File: src/rtl/multicycle_ctrl_pkg.sv
// rv_ctrl_pkg: shared constants for the multi-cycle RV32I control path.
// Holds the opcode constants, the FSM state encoding and the datapath mux
// select encodings, so the controller and the datapath decode the same values.
package rv_ctrl_pkg;

   // Major opcodes (ir[6:0]) the core executes
   localparam logic [6:0] OPC_R      = 7'b0110011;
   localparam logic [6:0] OPC_IMM    = 7'b0010011;
   localparam logic [6:0] OPC_LOAD   = 7'b0000011;
   localparam logic [6:0] OPC_STORE  = 7'b0100011;
   localparam logic [6:0] OPC_BRANCH = 7'b1100011;
   localparam logic [6:0] OPC_JAL    = 7'b1101111;
   localparam logic [6:0] OPC_LUI    = 7'b0110111;
   localparam logic [6:0] OPC_AUIPC  = 7'b0010111;

   typedef enum logic [2:0] {
      S_FETCH  = 3'd0,
      S_DECODE = 3'd1,
      S_EXEC   = 3'd2,
      S_MEM    = 3'd3,
      S_WB     = 3'd4,
      S_TRAP   = 3'd5
   } state_t;

   // pc_sel
   localparam logic [1:0] PC_ALU    = 2'd0;
   localparam logic [1:0] PC_ALUOUT = 2'd1;
   localparam logic [1:0] PC_RST    = 2'd2;

   // alu_a_sel
   localparam logic [1:0] A_PC    = 2'd0;
   localparam logic [1:0] A_OLDPC = 2'd1;
   localparam logic [1:0] A_REG   = 2'd2;
   localparam logic [1:0] A_ZERO  = 2'd3;

   // alu_b_sel
   localparam logic [1:0] B_REG  = 2'd0;
   localparam logic [1:0] B_IMM  = 2'd1;
   localparam logic [1:0] B_FOUR = 2'd2;
   localparam logic [1:0] B_UIMM = 2'd3;

   // alu_op
   localparam logic [1:0] ALU_ADD   = 2'd0;
   localparam logic [1:0] ALU_SUB   = 2'd1;
   localparam logic [1:0] ALU_FUNCT = 2'd2;

   // wb_sel
   localparam logic [1:0] WB_ALUOUT = 2'd0;
   localparam logic [1:0] WB_MDR    = 2'd1;
   localparam logic [1:0] WB_PC     = 2'd2;

   // Opcodes outside the supported set, and the two unused branch funct3
   // codes, send the core to TRAP.
   function automatic logic is_legal(input logic [6:0] opc, input logic [2:0] f3);
      logic ok;
      ok = 1'b0;
      case (opc)
         OPC_R, OPC_IMM, OPC_LOAD, OPC_STORE,
         OPC_JAL, OPC_LUI, OPC_AUIPC: ok = 1'b1;
         OPC_BRANCH:                  ok = (f3 != 3'b010) && (f3 != 3'b011);
         default:                     ok = 1'b0;
      endcase
      return ok;
   endfunction

endpackage

File: src/rtl/multicycle_ctrl_if.sv
// multicycle_ctrl_if: controller <-> datapath bundle.
// master = controller (takes IR, memory ready and ALU flags; drives enables,
// selects, retire/instret/trap); slave = datapath/memory side.
interface multicycle_ctrl_if #(
   parameter int CNT_W = 32
);
   logic [31:0]      ir;
   logic             mem_ready;
   logic             alu_zero;
   logic             alu_lt;
   logic             alu_ltu;
   logic             pc_we;
   logic [1:0]       pc_sel;
   logic             oldpc_ir_we;
   logic             ab_we;
   logic             aluout_we;
   logic [1:0]       alu_a_sel;
   logic [1:0]       alu_b_sel;
   logic [1:0]       alu_op;
   logic             mem_addr_sel;
   logic             mem_rd;
   logic             mem_wr;
   logic             reg_we;
   logic [1:0]       wb_sel;
   logic             retire;
   logic [CNT_W-1:0] instret;
   logic             trap;

   modport master (
      input  ir, mem_ready, alu_zero, alu_lt, alu_ltu,
      output pc_we, pc_sel, oldpc_ir_we, ab_we, aluout_we,
             alu_a_sel, alu_b_sel, alu_op, mem_addr_sel, mem_rd, mem_wr,
             reg_we, wb_sel, retire, instret, trap
   );

   modport slave (
      output ir, mem_ready, alu_zero, alu_lt, alu_ltu,
      input  pc_we, pc_sel, oldpc_ir_we, ab_we, aluout_we,
             alu_a_sel, alu_b_sel, alu_op, mem_addr_sel, mem_rd, mem_wr,
             reg_we, wb_sel, retire, instret, trap
   );
endinterface

File: src/rtl/multicycle_ctrl_branch_cond.sv
// branch_cond: RV32I branch resolution from funct3 and ALU compare flags.
// Ports: funct3, zero/lt/ltu flags in; taken out. Purely combinational.
// Unused funct3 codes resolve not-taken (decode traps them anyway).
module branch_cond (
   input  logic [2:0] funct3,
   input  logic       zero,
   input  logic       lt,
   input  logic       ltu,
   output logic       taken
);
   always_comb begin
      taken = 1'b0;
      case (funct3)
         3'b000:  taken = zero;    // BEQ
         3'b001:  taken = !zero;   // BNE
         3'b100:  taken = lt;      // BLT
         3'b101:  taken = !lt;     // BGE
         3'b110:  taken = ltu;     // BLTU
         3'b111:  taken = !ltu;    // BGEU
         default: taken = 1'b0;
      endcase
   end
endmodule

File: src/rtl/multicycle_ctrl.sv
// multicycle_ctrl: main FSM of the multi-cycle RV32I core (FETCH/DECODE/EXEC/MEM/WB/TRAP).
// Ports: clk, rst_n (sync, active-low) plus the bus interface (master side).
// Latency with zero-wait memory: branch/JAL 3, ALU/LUI/AUIPC/store 4, load 5 cycles;
// each not-ready memory cycle stalls one cycle with the request held stable.
module multicycle_ctrl
   import rv_ctrl_pkg::*;
#(
   parameter int CNT_W         = 32,
   parameter bit RESET_PC_LOAD = 1'b1
) (
   input  logic                  clk,
   input  logic                  rst_n,
   multicycle_ctrl_if.master     bus
);

   state_t           state_q, state_d;
   logic             init_q;
   logic [CNT_W-1:0] instret_q;
   logic             retire;
   logic             taken;
   logic [6:0]       opc;
   logic [2:0]       f3;
   logic             is_load;
   logic             unused_ir;

   assign opc       = bus.ir[6:0];
   assign f3        = bus.ir[14:12];
   assign is_load   = (opc == OPC_LOAD);
   assign unused_ir = ^{bus.ir[31:15], bus.ir[11:7]};

   branch_cond u_branch_cond (
      .funct3 (f3),
      .zero   (bus.alu_zero),
      .lt     (bus.alu_lt),
      .ltu    (bus.alu_ltu),
      .taken  (taken)
   );

   // init_q marks the first cycle after reset release: the PC is loaded with
   // the reset vector and FETCH waits one cycle so it never reads a stale PC.
   always_ff @(posedge clk) begin
      if (!rst_n) begin
         state_q   <= S_FETCH;
         instret_q <= '0;
         init_q    <= RESET_PC_LOAD;
      end else begin
         state_q <= state_d;
         init_q  <= 1'b0;
         if (retire)
            instret_q <= instret_q + CNT_W'(1);
      end
   end

   always_comb begin
      state_d          = state_q;
      retire           = 1'b0;
      bus.pc_we        = 1'b0;
      bus.pc_sel       = PC_ALU;
      bus.oldpc_ir_we  = 1'b0;
      bus.ab_we        = 1'b0;
      bus.aluout_we    = 1'b0;
      bus.alu_a_sel    = A_PC;
      bus.alu_b_sel    = B_REG;
      bus.alu_op       = ALU_ADD;
      bus.mem_addr_sel = 1'b0;
      bus.mem_rd       = 1'b0;
      bus.mem_wr       = 1'b0;
      bus.reg_we       = 1'b0;
      bus.wb_sel       = WB_ALUOUT;
      bus.trap         = 1'b0;

      if (!rst_n) begin
         // everything stays at its default 0, dropping any open memory request
         state_d = S_FETCH;
      end else if (init_q) begin
         bus.pc_we  = 1'b1;
         bus.pc_sel = PC_RST;
      end else begin
         case (state_q)
            S_FETCH: begin
               bus.mem_rd    = 1'b1;
               bus.alu_a_sel = A_PC;
               bus.alu_b_sel = B_FOUR;
               if (bus.mem_ready) begin
                  bus.oldpc_ir_we = 1'b1;
                  bus.pc_we       = 1'b1;
                  state_d         = S_DECODE;
               end
            end
            S_DECODE: begin
               // ALUOUT <= OLDPC + imm: branch/JAL target ready for EXEC
               bus.ab_we     = 1'b1;
               bus.aluout_we = 1'b1;
               bus.alu_a_sel = A_OLDPC;
               bus.alu_b_sel = B_IMM;
               state_d       = is_legal(opc, f3) ? S_EXEC : S_TRAP;
            end
            S_EXEC: begin
               case (opc)
                  OPC_R: begin
                     bus.alu_a_sel = A_REG;
                     bus.alu_b_sel = B_REG;
                     bus.alu_op    = ALU_FUNCT;
                     bus.aluout_we = 1'b1;
                     state_d       = S_WB;
                  end
                  OPC_IMM: begin
                     bus.alu_a_sel = A_REG;
                     bus.alu_b_sel = B_IMM;
                     bus.alu_op    = ALU_FUNCT;
                     bus.aluout_we = 1'b1;
                     state_d       = S_WB;
                  end
                  OPC_LOAD, OPC_STORE: begin
                     bus.alu_a_sel = A_REG;
                     bus.alu_b_sel = B_IMM;
                     bus.aluout_we = 1'b1;
                     state_d       = S_MEM;
                  end
                  OPC_BRANCH: begin
                     // ALU only produces flags here; target sits in ALUOUT
                     bus.alu_a_sel = A_REG;
                     bus.alu_b_sel = B_REG;
                     bus.alu_op    = ALU_SUB;
                     if (taken) begin
                        bus.pc_we  = 1'b1;
                        bus.pc_sel = PC_ALUOUT;
                     end
                     retire  = 1'b1;
                     state_d = S_FETCH;
                  end
                  OPC_JAL: begin
                     // PC still holds OLDPC+4, which is the link value
                     bus.pc_we  = 1'b1;
                     bus.pc_sel = PC_ALUOUT;
                     bus.reg_we = 1'b1;
                     bus.wb_sel = WB_PC;
                     retire     = 1'b1;
                     state_d    = S_FETCH;
                  end
                  OPC_LUI: begin
                     bus.alu_a_sel = A_ZERO;
                     bus.alu_b_sel = B_UIMM;
                     bus.aluout_we = 1'b1;
                     state_d       = S_WB;
                  end
                  OPC_AUIPC: begin
                     bus.alu_a_sel = A_OLDPC;
                     bus.alu_b_sel = B_UIMM;
                     bus.aluout_we = 1'b1;
                     state_d       = S_WB;
                  end
                  default: state_d = S_TRAP;
               endcase
            end
            S_MEM: begin
               bus.mem_addr_sel = 1'b1;
               bus.mem_rd       = is_load;
               bus.mem_wr       = !is_load;
               if (bus.mem_ready) begin
                  if (is_load) begin
                     state_d = S_WB;
                  end else begin
                     retire  = 1'b1;
                     state_d = S_FETCH;
                  end
               end
            end
            S_WB: begin
               bus.reg_we = 1'b1;
               bus.wb_sel = is_load ? WB_MDR : WB_ALUOUT;
               retire     = 1'b1;
               state_d    = S_FETCH;
            end
            S_TRAP: begin
               bus.trap = 1'b1;
            end
            default: state_d = S_TRAP;
         endcase
      end
   end

   assign bus.retire  = retire;
   assign bus.instret = rst_n ? instret_q : '0;

endmodule
File: src/flat_wrapper.sv
// flat-port wrapper written by rule: the top's interface ports become plain ports
module multicycle_ctrl_flat import rv_ctrl_pkg::*;
#(
   parameter int CNT_W         = 32,
   parameter bit RESET_PC_LOAD = 1'b1
)
  (clk, rst_n, bus_ir, bus_mem_ready, bus_alu_zero, bus_alu_lt, bus_alu_ltu, bus_pc_we, bus_pc_sel, bus_oldpc_ir_we, bus_ab_we, bus_aluout_we, bus_alu_a_sel, bus_alu_b_sel, bus_alu_op, bus_mem_addr_sel, bus_mem_rd, bus_mem_wr, bus_reg_we, bus_wb_sel, bus_retire, bus_instret, bus_trap);
  multicycle_ctrl_if #(.CNT_W(CNT_W)) bus_i ();
  input  logic clk;
  input  logic rst_n;
  input wire logic [$bits(bus_i.ir)-1:0] bus_ir;
  input wire logic [$bits(bus_i.mem_ready)-1:0] bus_mem_ready;
  input wire logic [$bits(bus_i.alu_zero)-1:0] bus_alu_zero;
  input wire logic [$bits(bus_i.alu_lt)-1:0] bus_alu_lt;
  input wire logic [$bits(bus_i.alu_ltu)-1:0] bus_alu_ltu;
  output wire logic [$bits(bus_i.pc_we)-1:0] bus_pc_we;
  output wire logic [$bits(bus_i.pc_sel)-1:0] bus_pc_sel;
  output wire logic [$bits(bus_i.oldpc_ir_we)-1:0] bus_oldpc_ir_we;
  output wire logic [$bits(bus_i.ab_we)-1:0] bus_ab_we;
  output wire logic [$bits(bus_i.aluout_we)-1:0] bus_aluout_we;
  output wire logic [$bits(bus_i.alu_a_sel)-1:0] bus_alu_a_sel;
  output wire logic [$bits(bus_i.alu_b_sel)-1:0] bus_alu_b_sel;
  output wire logic [$bits(bus_i.alu_op)-1:0] bus_alu_op;
  output wire logic [$bits(bus_i.mem_addr_sel)-1:0] bus_mem_addr_sel;
  output wire logic [$bits(bus_i.mem_rd)-1:0] bus_mem_rd;
  output wire logic [$bits(bus_i.mem_wr)-1:0] bus_mem_wr;
  output wire logic [$bits(bus_i.reg_we)-1:0] bus_reg_we;
  output wire logic [$bits(bus_i.wb_sel)-1:0] bus_wb_sel;
  output wire logic [$bits(bus_i.retire)-1:0] bus_retire;
  output wire logic [$bits(bus_i.instret)-1:0] bus_instret;
  output wire logic [$bits(bus_i.trap)-1:0] bus_trap;
  assign bus_i.ir = bus_ir;
  assign bus_i.mem_ready = bus_mem_ready;
  assign bus_i.alu_zero = bus_alu_zero;
  assign bus_i.alu_lt = bus_alu_lt;
  assign bus_i.alu_ltu = bus_alu_ltu;
  assign bus_pc_we = bus_i.pc_we;
  assign bus_pc_sel = bus_i.pc_sel;
  assign bus_oldpc_ir_we = bus_i.oldpc_ir_we;
  assign bus_ab_we = bus_i.ab_we;
  assign bus_aluout_we = bus_i.aluout_we;
  assign bus_alu_a_sel = bus_i.alu_a_sel;
  assign bus_alu_b_sel = bus_i.alu_b_sel;
  assign bus_alu_op = bus_i.alu_op;
  assign bus_mem_addr_sel = bus_i.mem_addr_sel;
  assign bus_mem_rd = bus_i.mem_rd;
  assign bus_mem_wr = bus_i.mem_wr;
  assign bus_reg_we = bus_i.reg_we;
  assign bus_wb_sel = bus_i.wb_sel;
  assign bus_retire = bus_i.retire;
  assign bus_instret = bus_i.instret;
  assign bus_trap = bus_i.trap;
  multicycle_ctrl #(.CNT_W(CNT_W), .RESET_PC_LOAD(RESET_PC_LOAD)) u_core (.clk(clk), .rst_n(rst_n), .bus(bus_i));
endmodule
File: config.mk
export PLATFORM = sky130hd
export DESIGN_NAME = multicycle_ctrl_flat
export DESIGN_NICKNAME = d
export VERILOG_FILES = /design/src/rtl/multicycle_ctrl_pkg.sv /design/src/rtl/multicycle_ctrl_if.sv /design/src/rtl/multicycle_ctrl_branch_cond.sv /design/src/rtl/multicycle_ctrl.sv /design/src/flat_wrapper.sv
export SDC_FILE = /design/constraint.sdc
export NUM_CORES = 1
export LEC_CHECK = 0
export ABC_AREA = 1
export CAP_MARGIN = 30
export CORE_UTILIZATION = 38
export DETAILED_ROUTE_END_ITERATION = 10
export GPL_TIMING_DRIVEN = 0
export PLACE_DENSITY = 0.72
export SETUP_SLACK_MARGIN = 0.5
export SKIP_LAST_GASP = 1
export SYNTH_ARGS = -nofsm -noshare
export SYNTH_HDL_FRONTEND = slang
export SYNTH_SLANG_ARGS = --single-unit
File: constraint.sdc
create_clock -name clk -period 2 [get_ports clk]
set_input_delay 0.5 -clock clk [delete_from_list [all_inputs] [get_ports clk]]
set_output_delay 0.5 -clock clk [all_outputs]
set_load 0.05 [all_outputs]
==> flow_summary_export.csv, run 1 <==
group,metric,value,unit
cells_and_area,nFillCells,462,
clock_tree,ctsRootBufferMaster,"clkbuf_8",
clock_tree,numCtsBuffers,5,
yosys,yosys_warnings,0,
detailed_routing,antenna_left,0,
floorplanning,dieArea,0.008376,sq mm
sta,fin_skew,0.01402,ns
detailed_routing,wl_met2,7.294,mm
detailed_routing,m1WireLength,5.496,mm
sta,max_freq,442.4,MHz
cells_and_area,fin_nets,763,
cells_and_area,syn2layout_area_growth,95.77,%
placed_design,dp_hpwl,7.192,mm
power_and_ir_drop,ir_worst_vdd,0.2311,mV
status,violations,"setup timing",
clock_tree,cts_tree,"built",
sta,setup_violations,52,
detailed_routing,highest_layer,"met4",
sta,setup_tns,-8.443,ns
yosys,synth_flop_cell,"dfxtp_1",
grt,grt_max_degree,12,
floorplanning,die_y,91.52,um
grt,grt_pass1_vias,4393,
setup_path,worst-path-max-fanout,5,
setup_path,crit_path_cell_trace,"buf_6 -> nand3_4 -> nor2_2 -> a21oi_4 -> nand2_4 -> nand2_4 -> clkinvlp_4 -> buf_8",
sta,finalHoldViolations,0,
clock_tree,clkTransAtPathRegs,0.09,ns
setup_path,r2r_start,"u_core.state_q[1]",
setup_path,arrival,1.76,ns
worst_hold_path,hold_end,"u_core.instret_q[26]",
floorplanning,initial_core_util,39.41,%
placed_design,gp_congestion,0.9942,
sta,grt_setup_unrepaired,"yes",
detailed_routing,avgViaCountPerCell,5.840,
worst_hold_path,worstHoldStart,"rst_n",
setup_path,critPathBufInv,3,
placed_design,portBuffers,66,
setup_path,slowest_delay,0.43,ns
clock_tree,h-tree-depth,2,
cells_and_area,drive_above_1_share,49.93,%
yosys,synth_edf_count,0,
clock_tree,cts_hold_buf,0,
setup_path,r2r_cells,14,
power_and_ir_drop,pwr-share-seq,37.3,%
clock_tree,clk_latency,0.31,ns
power_and_ir_drop,clock_power_share,30.0,%
placed_design,dpl.cell_count,735,
detailed_routing,wl_per_cell,20.05,um
cells_and_area,utilization,77.15,%
worst_hold_path,hold_depth,3,
detailed_routing,first_pass_iters,9,
cells_and_area,instances_no_fill,827,
grt,grt_usage,31.93,%
setup_path,critPathSlowestCell,"dfxtp_4",
sta,period_minus_slack,2.260,ns
yosys,ys_seq_elements,36,
sta,min_period_over_period,113.0,%
detailed_routing,drt_iter0_drc,701,
floorplanning,core-area,0.007727,sq mm
setup_path,ff2ff_setup_slack,-0.24,ns
detailed_routing,drc_errors,0,
worst_hold_path,hold_path_class,"in2reg",
placed_design,place_ws,-1.382,ns
sta,slew_viol_final,0,
clock_tree,cts.sinks,36,
power_and_ir_drop,p_switching,0.0006916,W
setup_path,critPathTopFamily,"simple AND/OR/NAND/NOR gates",
setup_path,critPathCaptureType,"output pin",
sta,fin_ws,-0.2602,ns
power_and_ir_drop,power.density,330.0,mW/mm^2
yosys,syn-instance-count,567,
status,status,"finished, violations left",
flow_run,max-cap-violations,0,
yosys,async_flop_share,0,%
grt,antenna_found_initial,0,
yosys,synth_area,0.003045,sq mm
power_and_ir_drop,internal_power,0.001276,W
grt,grt_pass1_wl,21.18,mm
grt,grt_overflow,0,
yosys,syn_area_per_cell,5.371,sq um
setup_path,crit_type,"reg2out",
yosys,synth_seq_area_share,23.66,%
setup_path,cpMostUsedCell,"nand2_4",
setup_path,cp.required,1.50,ns
cells_and_area,diodes,0,
sta,slew_headroom,56.69,%
detailed_routing,met3WireLength,2.092,mm
sta,tightest_slew,0.6497,ns
power_and_ir_drop,switching_share,35.15,%
setup_path,timing.rr.end,"u_core.instret_q[27]",
yosys,syn-num-nets,606,
detailed_routing,wl,16.58,mm
setup_path,start_kind,"flip-flop",
detailed_routing,num_vias,4830,
floorplanning,io_pins,90,
clock_tree,cts_buffer_depth,2,
power_and_ir_drop,finalPower,0.001967,W
power_and_ir_drop,p_comb_share,32.7,%
floorplanning,die_w,91.52,um
yosys,synth_cell_types,31,
floorplanning,rows,32,
power_and_ir_drop,p_leak,2.356,nW
[layout make-up]
cell class / count / area, sq um / area share [%]
multi-input combinational: 426 / 2574 / 43.17
timing repair buffer: 150 / 1659 / 27.83
sequential: 36 / 748.2 / 12.55
inverter: 87 / 519.2 / 8.709
buffer: 18 / 241.5 / 4.050
tap: 102 / 127.6 / 2.141
clock buffer: 6 / 82.58 / 1.385
clock inverter: 2 / 10.01 / 0.1679
[synth_stat cells, types with 4 or more instances]
master / n / area (sq um)
a21oi_1: 34 / 170.2
buf_4: 5 / 37.54
clkbuf_1: 8 / 30.03
dfxtp_1: 36 / 720.7
inv_1: 78 / 292.8
inv_2: 9 / 33.78
nand2_1: 202 / 758.2
nand3_1: 59 / 295.3
nand4_1: 4 / 25.02
nor2_1: 76 / 285.3
nor2_2: 4 / 25.02
nor3_1: 6 / 30.03
o21ai_0: 12 / 60.06
xnor2_1: 8 / 70.07
[state kept, by name (all words and copies together), names as in the netlist]
register / cells
u_core.init_q: 1
u_core.instret_q: 32
u_core.state_q: 3
[through the flow]
stage          hold slack, ns  area, sq um
2_1_floorplan          0.4653         3381
3_3_place_gp           0.4809         4169
3_5_place_dp           0.4926         4169
4_1_cts                0.4781         5502
5_1_grt                0.4651         5962
6_report               0.4638         5962
[per-layer routing]
layer  GRT usage (%)  up-vias
li1                -     2086
met1           36.00     2092
met2           53.63      474
met3           7.370      178
met4           20.90        0
met5               0        -
[how the worst max path moves through the flow]
stage / start / end / slack (ns) / cells after the start
floorplan: rst_n / bus_alu_b_sel[0] / -0.33 / 11
global placement: bus_ir[2] / bus_retire / -1.37 / 10
detailed placement: bus_ir[2] / bus_retire / -1.38 / 10
CTS: u_core.init_q / bus_alu_b_sel[0] / -0.16 / 10
global route: u_core.state_q[1] / bus_retire / -0.28 / 8
finish: u_core.state_q[1] / bus_retire / -0.26 / 8
[power by group through the flow]
| stage | registers, W | clock network, W | logic [W] |
|---|---|---|---|
| final | 0.000735 | 0.000590 | 0.000643 |
| after global routing | 0.000735 | 0.000624 | 0.000660 |
| after CTS | 0.000731 | 0.000569 | 0.000499 |
| after detailed placement | 0.000748 | 0 | 0.000324 |
| after global placement | 0.000748 | 0 | 0.000319 |
| after floorplan | 0.000746 | 0 | 0.000215 |
[repair_timing]
action | 4_1_cts | 5_1_grt
setup endpoints to repair | 87 | 86
buffers inserted | 50 | 29
resized for setup | 618 | 74
pin swaps | 43 | 29
gates cloned | 5 | 0
endpoints found under the hold margin | 0 | 0
[worst min-delay path: stages]
cell     delay [ns]
buf_12         0.09
inv_6          0.05
a21oi_2        0.10
[logic make-up (layout without fill, tap and decap cells)]
| family | after synthesis | in the layout | share of synthesized area [%] |
|---|---|---|---|
| AND/OR/NAND/NOR | 363 | 363 | 49.96 |
| buffers and inverters | 105 | 263 | 14.17 |
| AO/OA/AOI/OAI | 52 | 52 | 8.915 |
| flip-flops | 36 | 36 | 23.66 |
| XOR/XNOR | 10 | 10 | 2.876 |
| adder cells (fa/ha/maj) | 1 | 1 | 0.4108 |
[layout by cell type (no fill, tap or decap), types with 3 or more instances in the layout]
master / instances
clkbuf_2: 4
nor2_4: 15
inv_4: 5
dfxtp_4: 5
a21oi_2: 13
nand4_1: 4
inv_1: 40
nand3_4: 4
buf_8: 31
nand3_1: 51
nand2_2: 39
inv_2: 3
clkinvlp_4: 31
buf_4: 51
buf_6: 60
dfxtp_1: 24
clkbuf_8: 6
nor2_1: 60
dlygate4sd2_1: 4
nor2_2: 8
dfxtp_2: 7
a21oi_1: 20
buf_16: 3
nand2_1: 134
clkbuf_16: 3
o21ai_2: 4
xnor2_1: 8
nand2_4: 32
nor3_1: 3
nand3_2: 6
clkbuf_1: 3
inv_6: 3
o21ai_0: 8
buf_12: 7
No activity file was read; power rests on OpenSTA's default activity.
==> run 2: changes to the inputs <==
- CORE_MARGIN: unset -> 2
==> flow_summary_export.csv, run 2 (synthesis gave the netlist of run 1 again) <==
group,metric,value,unit
status,status,"finished, violations left",
status,violations,"setup timing",
detailed_routing,wl_per_cell,20.02,um
sta,fin_ws,-0.2336,ns
setup_path,start_kind,"flip-flop",
grt,grt_pass1_vias,4133,
sta,holdWs,0.4711,ns
floorplanning,io_pins,90,
power_and_ir_drop,ir_worst_vdd,0.2405,mV
sta,tightest_slew,0.8922,ns
power_and_ir_drop,finalPower,0.002087,W
detailed_routing,first_pass_iters,7,
sta,max_freq,447.7,MHz
floorplanning,rows,32,
sta,grt_setup_unrepaired,"yes",
sta,slew_headroom,40.52,%
floorplanning,dieArea,0.008746,sq mm
cells_and_area,final_cell_mix,"nand2_1, nand2_4, nor2_1",
sta,setup_tns,-4.265,ns
setup_path,slowest_delay,0.38,ns
cells_and_area,diodes,0,
grt,grt_usage,27.52,%
flow_run,max-cap-violations,0,
cells_and_area,drive_above_1_share,54.43,%
placed_design,gp_congestion,1.001,
clock_tree,cts_buffer_depth,2,
setup_path,worst-path-max-fanout,5,
clock_tree,cts_hold_buf,0,
cells_and_area,largest_reg_flops,32,
worst_hold_path,hold_path_class,"in2reg",
grt,grt_overflow,0,
placed_design,dp_hpwl,7.463,mm
power_and_ir_drop,p_leak,2.529,nW
cells_and_area,nFillCells,400,
detailed_routing,wl,16.50,mm
clock_tree,clkTransAtPathRegs,0.09,ns
sta,slew_viol_final,0,
detailed_routing,avgViaCountPerCell,5.920,
setup_path,critPathCaptureType,"output pin",
clock_tree,numCtsBuffers,5,
floorplanning,die_y,93.52,um
grt,antenna_found_initial,0,
cells_and_area,fin_nets,760,
cells_and_area,largest-register,"u_core.instret_q",
floorplanning,die_w,93.52,um
sta,setup_violations,48,
cells_and_area,syn2layout_area_growth,108.2,%
sta,finalHoldViolations,0,
sta,period_minus_slack,2.234,ns
setup_path,arrival,1.73,ns
grt,grt_max_degree,13,
setup_path,crit_path_cell_trace,"inv_8 -> nand3_4 -> nor2_4 -> inv_4 -> nor2_4 -> inv_4 -> nor2_4 -> nand2_2 -> o2111ai_4 -> buf_6",
clock_tree,h-tree-depth,2,
power_and_ir_drop,power.density,329.1,mW/mm^2
cells_and_area,multi_input_comb_area,0.002858,sq mm
detailed_routing,num_vias,4878,
detailed_routing,antenna_left,0,
placed_design,portBuffers,66,
clock_tree,clk_latency,0.32,ns
cells_and_area,reg_top3,"u_core.instret_q x32, u_core.state_q x3, u_core.init_q x1",
cells_and_area,utilization,82.04,%
setup_path,cp.required,1.50,ns
detailed_routing,drt_iter0_drc,621,
cells_and_area,regArea,765.7,sq um
cells_and_area,layout_commonest_cell,"nand2_1",
setup_path,crit_type,"reg2out",
sta,min_period_over_period,111.7,%
clock_tree,cts_tree,"built",
setup_path,cpMostUsedCell,"nor2_4",
floorplanning,core-area,0.007727,sq mm
setup_path,critPathSlowestCell,"dfxtp_4",
grt,grt_pass1_wl,19.24,mm
clock_tree,cts.sinks,36,
clock_tree,ctsRootBufferMaster,"clkbuf_8",
detailed_routing,drc_errors,0,
sta,fin_skew,0.01188,ns
floorplanning,initial_core_util,39.41,%
[run 2: cell count changes in the layout (fill, tap and decap cells not counted), sizes merged]
cell / change
clkbuf: -2
clkinv: -1
clkdlybuf4s15: +3
dlygate4sd2: +1
bufinv: +1
buf: -6
clkinvlp: +1
[run 2: power by group]
group	switching, W	internal (W)	total [W]
clock network	0.000331	0.000370	0.000701
registers	0.0000144	0.000719	0.000734
logic	0.000371	0.000281	0.000652
total	0.000716	0.00137	0.00209
[run 2: cell type report]
type                    instances  share of cell area, %
clock inverters                 3                 0.6710
repair buffers                147                  27.08
inverters                      87                  8.230
flip-flops and latches         36                  12.08
well taps                     102                  2.013
multi-input cells             426                  45.08
clock buffers                   5                  1.085
plain buffers                  18                  3.769
[run 2: path summary, 6_finish.rpt]
path                        startpoint              endpoint  cells past startpoint  slack (ns)
setup / recovery     u_core.state_q[0]      bus_alu_b_sel[0]                     10       -0.23
hold / removal                   rst_n  u_core.instret_q[26]                      3        0.47
setup reg to reg     u_core.state_q[1]   u_core.instret_q[0]                     14       -0.15
hold reg to reg   u_core.instret_q[31]  u_core.instret_q[31]                      2        0.49
[run 2: what timing repair did]
action                                  in CTS  in global routing
pin swaps                                   30                 44
gates cloned                                 4                  1
endpoints found under the setup margin      87                 86
buffers inserted                            37                 39
hold endpoints to repair                     0                  0
resized for setup                          500                283
[run 2: metal layers]
layer / track usage [%] / routed length (um)
met5: 0 / 0
met4: 14.09 / 1595
met3: 4.996 / 1750
met2: 48.62 / 7843
met1: 31.46 / 5305
[run 2: through the flow]
step,cell area [sq um],cells,worst slack (ns)
2_1_floorplan,3381,567,-0.3309
3_3_place_gp,4169,735,-1.372
3_5_place_dp,4169,735,-1.383
4_1_cts,5202,784,-0.1367
5_1_grt,6340,824,-0.2615
6_report,6340,824,-0.2336
[run 2: worst max-delay path: cells and delay by family, from the launching register on]
family / cells / cell delay, ns
simple gates: 5 / 0.59
buf+inv: 4 / 0.38
compound gates: 1 / 0.07
flops: 1 / 0.38
==> run 3: changes to the inputs <==
- CELL_PAD_IN_SITES_DETAIL_PLACEMENT: unset -> 0
- CELL_PAD_IN_SITES_GLOBAL_PLACEMENT: unset -> 1
- CORE_UTILIZATION: 38 -> 31
- PLACE_DENSITY: 0.72 -> 0.86
==> flow_summary_export.csv, run 3 (synthesis gave the netlist of run 1 again) <==
group,metric,value,unit
placed_design,portBuffers,66,
clock_tree,h-tree-depth,2,
floorplanning,io_pins,90,
detailed_routing,first_pass_iters,4,
setup_path,cp.required,1.50,ns
sta,max_freq,468.1,MHz
clock_tree,cts.sinks,36,
cells_and_area,syn2layout_area_growth,100.2,%
sta,fin_skew,0.009145,ns
detailed_routing,wl_per_cell,15.32,um
cells_and_area,reg_top3,"u_core.instret_q x32, u_core.state_q x3, u_core.init_q x1",
power_and_ir_drop,power.density,319.6,mW/mm^2
clock_tree,cts_tree,"built",
setup_path,critPathTopFamily,"simple AND/OR/NAND/NOR gates",
cells_and_area,utilization,63.25,%
cells_and_area,fin_area,0.006097,sq mm
cells_and_area,fin_nets,741,
sta,finalHoldViolations,0,
detailed_routing,drt_iter0_drc,167,
setup_path,crit_path_cell_trace,"nand3_4 -> nor2_4 -> inv_4 -> nor2_4 -> inv_4 -> nor2_4 -> nand2_2 -> o2111ai_4 -> buf_6",
cells_and_area,largest_reg_flops,32,
placed_design,dp_hpwl,7.629,mm
flow_run,max-cap-violations,0,
sta,fin_ws,-0.1365,ns
worst_hold_path,hold_path_class,"in2reg",
power_and_ir_drop,ir_worst_vdd,0.1999,mV
cells_and_area,final_cell_mix,"nand2_1, nor2_1, buf_8",
grt,grt_usage,22.04,%
floorplanning,core-area,0.009639,sq mm
grt,grt_overflow,0,
setup_path,worst-path-max-fanout,7,
grt,antenna_found_initial,0,
sta,slew_headroom,45.59,%
cells_and_area,diodes,0,
floorplanning,die_w,103.1,um
grt,grt_pass1_vias,3794,
detailed_routing,antenna_left,0,
floorplanning,dieArea,0.01063,sq mm
detailed_routing,drc_errors,0,
detailed_routing,avgViaCountPerCell,4.966,
setup_path,slowest_delay,0.44,ns
placed_design,gp_congestion,0.9382,
sta,grt_setup_unrepaired,"yes",
setup_path,critPathCaptureType,"output pin",
setup_path,start_kind,"flip-flop",
sta,slew_viol_final,0,
clock_tree,numCtsBuffers,5,
detailed_routing,wl,12.80,mm
floorplanning,rows,36,
clock_tree,clkTransAtPathRegs,0.08,ns
setup_path,cpMostUsedCell,"nor2_4",
clock_tree,cts_buffer_depth,2,
sta,tightest_slew,0.8161,ns
cells_and_area,drive_above_1_share,46.44,%
sta,min_period_over_period,106.8,%
sta,period_minus_slack,2.136,ns
cells_and_area,layout_commonest_cell,"nand2_1",
setup_path,critPathSlowestCell,"dfxtp_4",
sta,setup_violations,32,
sta,holdWs,0.5024,ns
status,violations,"setup timing",
grt,grt_max_degree,11,
setup_path,crit_type,"reg2out",
power_and_ir_drop,p_leak,2.372,nW
setup_path,critPathBufInv,3,
grt,grt_pass1_wl,18.39,mm
clock_tree,clk_latency,0.30,ns
detailed_routing,num_vias,4147,
status,status,"finished, violations left",
floorplanning,initial_core_util,31.59,%
setup_path,arrival,1.64,ns
clock_tree,ctsRootBufferMaster,"clkbuf_8",
floorplanning,die_y,103.1,um
placed_design,dpl_cell_area,0.004208,sq mm
cells_and_area,largest-register,"u_core.instret_q",
-- run 3: changes by cell type in the layout (fill, tap and decap cells not counted), sizes merged --
cell	delta
buf	-18
clkbuf	+2
clkdlybuf4s15	-2
clkinv	-2
bufinv	-1
clkinvlp	-1
dlygate4sd2	+1
inv	+1
-- run 3: tightest hold or removal path, stage by stage --
cell,delay [ns]
buf_12,0.13
nand2_2,0.07
o21ai_0,0.07
-- run 3: repair_timing --
action	4_1_cts	5_1_grt
setup endpoints to repair	87	85
pin swaps	52	28
hold buffers	0	0
gates cloned	4	3
resized for setup	530	177
setup buffers	35	20
-- run 3: metrics by stage --
stage	TNS, ns	cells	worst slack [ns]	total power (W)
after global routing	-3.132	835	-0.2084	0.002014
after detailed placement	-48.65	766	-1.406	0.001074
after CTS	-0.7041	812	-0.1148	0.001793
after global placement	-47.97	766	-1.401	0.001069
after floorplan	-2.998	567	-0.3309	0.0009607
final	-1.762	835	-0.1365	0.001948
-- run 3: cell type report --
type | count | area, sq um
Fill cell | 831 | 3542
Multi-Input combinational cell | 426 | 2713
Timing Repair Buffer | 128 | 1608
Sequential cell | 36 | 747.0
Inverter | 87 | 511.7
Buffer | 18 | 255.2
Tap cell | 133 | 166.4
Clock buffer | 7 | 96.34
-- run 3: final timing paths --
check / slack (ns) / start / cells after the start / endpoint
setup / recovery: -0.14 / u_core.state_q[1] / 9 / bus_alu_b_sel[0]
setup reg to reg: -0.08 / u_core.init_q / 15 / u_core.instret_q[13]
hold reg to reg: 0.52 / u_core.instret_q[31] / 2 / u_core.instret_q[31]
hold / removal: 0.50 / rst_n / 3 / u_core.instret_q[1]
-- run 3: routing by layer --
layer	vias up	GRT usage, %	part of all wire (%)
met5	-	0	0
met4	0	7.591	3.9
met3	39	2.915	5.9
met2	145	39.26	50
met1	1926	27.21	40
li1	2037	-	-
-- run 3: power breakdown --
group / switching [W] / leakage, nW / internal (W) / total, W
combinational: 0.000346 / 2.03 / 0.000272 / 0.000618
sequential: 0.0000126 / 0.296 / 0.000720 / 0.000733
clock: 0.000290 / 0.0503 / 0.000308 / 0.000598
